File: src/rtl/afifo_pattern_pkg.sv
// Shared definitions for the async-FIFO pattern producer.
// Covers mode encodings, FSM states and the LFSR tap table.
package afifo_pattern_pkg;

  localparam logic [1:0] MODE_INC   = 2'd0;
  localparam logic [1:0] MODE_LFSR  = 2'd1;
  localparam logic [1:0] MODE_WALK1 = 2'd2;
  localparam logic [1:0] MODE_ALT   = 2'd3;

  typedef enum logic [2:0] {
    ST_DELAY,
    ST_IDLE,
    ST_RUN,
    ST_GAP,
    ST_DONE
  } state_t;

  // Maximal-length feedback masks: tap n of the polynomial maps to bit n-1.
  function automatic logic [31:0] lfsr_taps(input int width);
    logic [31:0] t;
    case (width)
      8:       t = 32'h0000_00B8;
      9:       t = 32'h0000_0110;
      10:      t = 32'h0000_0240;
      11:      t = 32'h0000_0500;
      12:      t = 32'h0000_0829;
      13:      t = 32'h0000_100D;
      14:      t = 32'h0000_2015;
      15:      t = 32'h0000_6000;
      16:      t = 32'h0000_D008;
      17:      t = 32'h0001_2000;
      18:      t = 32'h0002_0400;
      19:      t = 32'h0004_0023;
      20:      t = 32'h0009_0000;
      21:      t = 32'h0014_0000;
      22:      t = 32'h0030_0000;
      23:      t = 32'h0042_0000;
      24:      t = 32'h00E1_0000;
      25:      t = 32'h0120_0000;
      26:      t = 32'h0200_0023;
      27:      t = 32'h0400_0013;
      28:      t = 32'h0900_0000;
      29:      t = 32'h1400_0000;
      30:      t = 32'h2000_0029;
      31:      t = 32'h4800_0000;
      32:      t = 32'h8020_0003;
      default: t = 32'h0000_0000;
    endcase
    return t;
  endfunction

endpackage

File: src/rtl/afifo_pattern_gen.sv
// Pattern word generator: holds the current word, reloads on run start and
// steps one position per advance pulse using the mode captured at load.
module afifo_pattern_gen
  import afifo_pattern_pkg::*;
#(
  parameter int          W    = 12,
  parameter int unsigned SEED = 1
) (
  input  logic         clk,
  input  logic         rst_n,
  input  logic         load,
  input  logic [1:0]   mode,
  input  logic         advance,
  output logic [W-1:0] word
);

  localparam logic [W-1:0] SEED_W     = W'(SEED);
  localparam logic [W-1:0] TAPS       = W'(lfsr_taps(W));
  localparam logic [W-1:0] LFSR_START = (SEED_W == '0) ? W'(1) : SEED_W;

  logic [1:0]   mode_q;
  logic [W-1:0] start_word;

  always_comb begin
    start_word = SEED_W;
    case (mode)
      MODE_INC:   start_word = SEED_W;
      MODE_LFSR:  start_word = LFSR_START;
      MODE_WALK1: start_word = W'(1);
      MODE_ALT:   start_word = SEED_W;
      default:    start_word = SEED_W;
    endcase
  end

  // The LFSR is seeded nonzero, so the XOR feedback can never reach zero.
  always_ff @(posedge clk or negedge rst_n) begin
    if (!rst_n) begin
      mode_q <= MODE_INC;
      word   <= '0;
    end else if (load) begin
      mode_q <= mode;
      word   <= start_word;
    end else if (advance) begin
      case (mode_q)
        MODE_INC:   word <= word + 1'b1;
        MODE_LFSR:  word <= {word[W-2:0], ^(word & TAPS)};
        MODE_WALK1: word <= {word[W-2:0], word[W-1]};
        MODE_ALT:   word <= ~word;
        default:    word <= word;
      endcase
    end
  end

endmodule

File: src/rtl/afifo_pattern_producer.sv
// Async-FIFO stimulus source: start-up delay, write-clock divider and the
// run/gap/done sequencer that drives the FIFO write port on wclk falls.
module afifo_pattern_producer
  import afifo_pattern_pkg::*;
#(
  parameter int          W           = 12,
  parameter int          DIV_BITS    = 14,
  parameter int unsigned START_DELAY = 2**26-1,
  parameter int unsigned SEED        = 1,
  parameter int unsigned COUNT       = 0,
  parameter int unsigned BURST_LEN   = 0,
  parameter int unsigned GAP_PERIODS = 4,
  parameter int          CNT_W       = 32
) (
  input  logic             clk,
  input  logic             rst_n,
  input  logic             en,
  input  logic [1:0]       mode,
  input  logic             wfull,
  output logic             wclk,
  output logic             w,
  output logic [W-1:0]     wd,
  output logic             done,
  output logic [CNT_W-1:0] words
);

  localparam int DLY_W   = (START_DELAY > 1) ? $clog2(START_DELAY) : 1;
  localparam int BURST_W = (BURST_LEN > 0) ? $clog2(BURST_LEN + 1) : 1;
  localparam int GAP_W   = (GAP_PERIODS > 1) ? $clog2(GAP_PERIODS) : 1;
  localparam logic [DLY_W-1:0] DLY_LAST =
    (START_DELAY == 0) ? '0 : DLY_W'(START_DELAY - 1);

  state_t               state;
  logic [DLY_W-1:0]     dly_cnt;
  logic [DIV_BITS-1:0]  div_cnt;
  logic [BURST_W-1:0]   burst_cnt;
  logic [GAP_W-1:0]     gap_cnt;
  logic [W-1:0]         pat_word;
  logic                 fall;
  logic                 count_hit;
  logic                 burst_hit;
  logic                 gen_load;
  logic                 gen_advance;

  assign wclk        = div_cnt[DIV_BITS-1];
  assign fall        = (state != ST_DELAY) && (&div_cnt);
  assign count_hit   = (COUNT != 0) && (words == CNT_W'(COUNT));
  assign burst_hit   = (BURST_LEN != 0) && (burst_cnt == BURST_W'(BURST_LEN));
  assign gen_load    = fall && (state == ST_IDLE) && en;
  assign gen_advance = fall && (state == ST_RUN) && en && !count_hit &&
                       !burst_hit && !wfull;

  afifo_pattern_gen #(
    .W    (W),
    .SEED (SEED)
  ) u_gen (
    .clk     (clk),
    .rst_n   (rst_n),
    .load    (gen_load),
    .mode    (mode),
    .advance (gen_advance),
    .word    (pat_word)
  );

  // Everything except the divider only moves on the edge that drops wclk,
  // keeping wd stable for half a period around each wclk rise.
  always_ff @(posedge clk or negedge rst_n) begin
    if (!rst_n) begin
      state     <= ST_DELAY;
      dly_cnt   <= '0;
      div_cnt   <= '0;
      burst_cnt <= '0;
      gap_cnt   <= '0;
      w         <= 1'b0;
      wd        <= '0;
      done      <= 1'b0;
      words     <= '0;
    end else begin
      if (state != ST_DELAY)
        div_cnt <= div_cnt + 1'b1;
      case (state)
        ST_DELAY: begin
          if (dly_cnt == DLY_LAST)
            state <= ST_IDLE;
          else
            dly_cnt <= dly_cnt + 1'b1;
        end
        ST_IDLE: begin
          if (fall) begin
            w <= 1'b0;
            if (en) begin
              words     <= '0;
              done      <= 1'b0;
              burst_cnt <= '0;
              state     <= ST_RUN;
            end
          end
        end
        ST_RUN: begin
          if (fall) begin
            if (!en) begin
              w     <= 1'b0;
              state <= ST_IDLE;
            end else if (count_hit) begin
              w     <= 1'b0;
              done  <= 1'b1;
              state <= ST_DONE;
            end else if (burst_hit) begin
              // The idle period on this fall already counts as the first gap period.
              w <= 1'b0;
              if (GAP_PERIODS > 1) begin
                gap_cnt <= GAP_W'(GAP_PERIODS - 1);
                state   <= ST_GAP;
              end else begin
                burst_cnt <= '0;
              end
            end else if (wfull) begin
              w <= 1'b0;
            end else begin
              w         <= 1'b1;
              wd        <= pat_word;
              words     <= words + 1'b1;
              burst_cnt <= burst_cnt + 1'b1;
            end
          end
        end
        ST_GAP: begin
          if (fall) begin
            w <= 1'b0;
            if (!en) begin
              state <= ST_IDLE;
            end else if (gap_cnt <= GAP_W'(1)) begin
              burst_cnt <= '0;
              state     <= ST_RUN;
            end else begin
              gap_cnt <= gap_cnt - 1'b1;
            end
          end
        end
        ST_DONE: begin
          if (fall) begin
            w <= 1'b0;
            if (!en)
              state <= ST_IDLE;
          end
        end
        default: state <= ST_IDLE;
      endcase
    end
  end

endmodule

File: config.mk
export PLATFORM = sky130hd
export DESIGN_NAME = afifo_pattern_producer
export DESIGN_NICKNAME = d
export VERILOG_FILES = /design/src/rtl/afifo_pattern_pkg.sv /design/src/rtl/afifo_pattern_gen.sv /design/src/rtl/afifo_pattern_producer.sv
export SDC_FILE = /design/constraint.sdc
export NUM_CORES = 1
export LEC_CHECK = 0
export ABC_AREA = 1
export CAP_MARGIN = 20
export CELL_PAD_IN_SITES_DETAIL_PLACEMENT = 0
export CELL_PAD_IN_SITES_GLOBAL_PLACEMENT = 2
export CORE_UTILIZATION = 36
export DETAILED_ROUTE_END_ITERATION = 10
export PLACE_DENSITY = 0.89
export SLEW_MARGIN = 20
export SYNTH_ARGS = -nofsm -noshare
export SYNTH_HDL_FRONTEND = slang
export SYNTH_SLANG_ARGS = --single-unit
File: constraint.sdc
create_clock -name clk -period 3.7 [get_ports clk]
set_input_delay 0.925 -clock clk [delete_from_list [all_inputs] [get_ports clk]]
set_output_delay 0.925 -clock clk [all_outputs]
set_load 0.005 [all_outputs]
==> results.md <==
* Outcome: finished clean
* Endpoint, Worst Hold: div_cnt[9]$_DFFE_PN0P_
* HPWL after DPL at 11,570 µm
* Psw at 0.4659 mW
* Top post-synthesis cells by area: dfrtp_1 42%, nand2_1 18%, nor2_1 8.7%, inv_1 4.5%, nand3_1 4.2%
* Layout cells sized above 1 at 5.315%
* Post-Place Cells at 1,127
* Largest net degree at the start of global routing at 48
* Reg2Reg Depth at 9
* Crit path max-delay cell type: clkdlybuf4s50_1
* CP bufs+invs at 2
* Detailed-route via count at 5,456
* Routed length per instance at 13.86 µm
* Setup Skew at 12.38 ps
* Hold wc startpoint: div_cnt[9]$_DFFE_PN0P_
* Max Slew Vio Count at 0
* Reg2reg start: dly_cnt[17]$_DFFE_PN0P_
* Sw frac at 21.91%
* PostCTS Resize Cnt at 0
* Slew headroom at 54.65%
* Initial DRC Count at 426
* Area grow syn2layout at 16.38%
* Die height at 132.6 µm
* Final min period at 2497 ps
* Synth cell types at 38
* Sequential area share after synthesis at 41.97%
* Max Cap Viol at 0
* Max Buffers Root-to-Sink at 2
* Critical path cell sequence: clkdlybuf4s50_1 > inv_2 > or2_1 > nand2_1 > nand2_2 > nor2_4 > nand3b_1 > o21ai_1 > nor2_1
* Fillers at 1,761
* Number of global-route vias before repair at 5,301
* RSZ-0062 raised after global routing: no
* Synthesized flop and latch total at 103
* Clk_lat worst skew at 360 ps
* CP delay by family, top: simple AND/OR/NAND/NOR gates
* GRT Util Overall at 19.05%
* First-pass GRT wire length at 26,700 µm
* Total iterations of the first detailed-routing run at 4
* Sequential fraction of design power at 52.9%
* Gr ovfl total at 0
* CTS tree: done
* Final wirelength at 15,830 µm
* # DRC at 0
* Worst Hold Depth at 1
* Syn Nets at 879
* DR vias/cell at 4.778
* Hold Fails Final Rpt at 0
* YS warnings at 0
* Pleak at 3.283 nW
* Post-route ant nets at 0
* Actual slew at the worst max-slew pin at 680.1 ps
* Worst-path fanout max at 24
* Row count at 47
* FF-to-FF End: dly_cnt[7]$_DFFE_PN0P_
* Post-CTS Setup Repair Bufs at 0
* Element type at the critical path end: flip-flop
* Synth area leader: dfrtp_1
* Clock share of power at 45.4%
* Int Pwr at 1.661 mW
* Root Driver: clkbuf_16
* Area of the die at 0.01758 mm²
* Peak supply drop at 0.2344 mV
* Syn Std Cell Area at 0.006141 mm²
* Logic gate share of total power at 1.7%
* Post-synthesis area per instance at 7.083 µm²
* Mapped Cells at 867
* Ant. Diodes at 0
* CTS Hold Bufs at 0
* Setup_tns at 0 ps
* Number of buffers created by CTS at 9
* Final Wtd Congestion at 0.8260
* Io pins at 53
* Achievable clock frequency at 0.4005 GHz
* Initial antenna violation count at 0
* FF-to-FF setup slack at 1570 ps
* CP required at 3940 ps
* Hold_ws at 476.0 ps
* Starting density of the core at 36.90%
* CP peak stage delay at 560 ps
* Count of final setup violators at 0
* Startpoint class of the critical path: input port
* Fraction of the cycle the final worst path needs at 67.49%
* Layout Nets at 930
* Worst min-delay path class: flip-flop to flip-flop
* Fin cells at 1,142
* Clk sinks at 103
* Die Span X at 132.6 µm
* Synth top area share at 41.97%
* H-tree depth at 3
* CP arrival at 2730 ps
* Core Area at 0.01664 mm²
* Clk slew on worst S/H paths at 70 ps
* Crit Path Category: input port to flip-flop
* I/O Buffers at 51
* PD cells at 297.6 mW/mm²
## layout by cell type (no fill, tap or decap), types with 4 or more instances in the layout
master,Yosys,final
dfrtp_1,103,103
nand3b_1,6,6
nor2_4,5,5
xor2_1,23,23
nand4_1,11,11
nand2_1,297,297
xnor2_1,17,17
nor3_1,12,12
nor2_1,142,142
nand2_2,6,6
clkbuf_8,0,4
o21ai_0,36,36
clkdlybuf4s50_1,0,50
ha_1,6,6
nand3_1,51,51
a21oi_1,13,13
nor2_2,4,4
o22ai_1,8,8
inv_2,8,8
o21ai_1,9,9
clkbuf_16,0,9
buf_4,4,5
inv_1,73,73
a22oi_1,8,8
## cell families after synthesis
logic type	share of synthesized area, %
and+or+nand+nor	37.04
muxes	0.1834
DFF	41.97
other	0.06107
xor gates and xnor gates	5.705
AOI/OAI and AO/OA	7.213
buffers and inverters	6.601
adders and majority gates	1.222
## power groups by stage
stage / Clock, mW / Combinational, mW / Sequential [mW]
after global routing: 1.04 / 0.0428 / 1.12
after floorplan: 0 / 0.00542 / 1.15
after CTS: 0.996 / 0.0388 / 1.12
after detailed placement: 0 / 0.0387 / 1.15
after global placement: 0 / 0.0385 / 1.15
final: 0.965 / 0.0363 / 1.12
## state kept, by name, summed over array words and instances (netlist names)
signal and cells:
u_gen.word 12, gap_cnt 2, w 1, words 32, dly_cnt 26, div_cnt 14, wd 12, state 2
u_gen.mode_q 2
## worst reg2reg max path, delay by kind of cell (launching register included)
family                 cells  cell delay [ps]
AO/OA/AOI/OAI              2              220
buffers and inverters      1              300
flip-flops                 1              470
AND/OR/NAND/NOR            6             1010
## how the worst max path moves through the flow
stage / from / endpoint / slack [ps] / cells after the start
3_3_place_gp: en / words[19]$_DFFE_PN0P_ / 840 / 9
2_1_floorplan: en / words[19]$_DFFE_PN0P_ / 1790 / 9
3_5_place_dp: en / words[3]$_DFFE_PN0P_ / 810 / 9
5_1_grt: en / words[22]$_DFFE_PN0P_ / 1010 / 10
6_report: en / words[11]$_DFFE_PN0P_ / 1200 / 9
4_1_cts: en / words[11]$_DFFE_PN0P_ / 1180 / 9
## per-stage QoR
stage / instance area [µm²] / setup slack [ps] / utilization [%] / total power [mW]
floorplan: 6141 / 1786 / - / 1.153
global placement: 6853 / 837.7 / 41.18 / 1.185
detailed placement: 6853 / 814.1 / 41.18 / 1.186
CTS: 7147 / 1183 / 42.94 / 2.160
global route: 7147 / 1010 / 42.94 / 2.203
finish: 7147 / 1203 / 42.94 / 2.127
## area by class of cell
cell class | count | area (µm²) | area share (%)
Inverter | 81 | 304.0 | 4.254
Sequential cell | 103 | 2577 | 36.06
Tap cell | 220 | 275.3 | 3.852
Clock buffer | 13 | 280.3 | 3.922
Clock inverter | 2 | 13.76 | 0.1926
Multi-Input combinational cell | 668 | 3158 | 44.19
Timing Repair Buffer | 55 | 538.0 | 7.528
## cells in the mapped netlist, drive strengths merged
cell type and number:
a221oi 1, xor2 23, nor2 152, nand3 51, o21bai 1, a22oi 8
or2 2, nand3b 6, ha 6, inv 81, clkbuf 2, dfrtp 103
nand2 303, a41oi 1, xnor2 17, nor3b 1, a22o 1, nand4 12
o21ai 46, buf 13, a21oi 13, conb 1, o22ai 8, nor3 14
mux2 1
## routing by layer
| layer | track usage [%] | share of wire [%] |
|---|---|---|
| met1 | 26.62 | 51 |
| met2 | 30.44 | 46 |
| met3 | 2.682 | 2.8 |
| met4 | 6.003 | 1.0 |
| met5 | 0 | 0 |
Note: power is estimated with default switching activity, not from simulation.
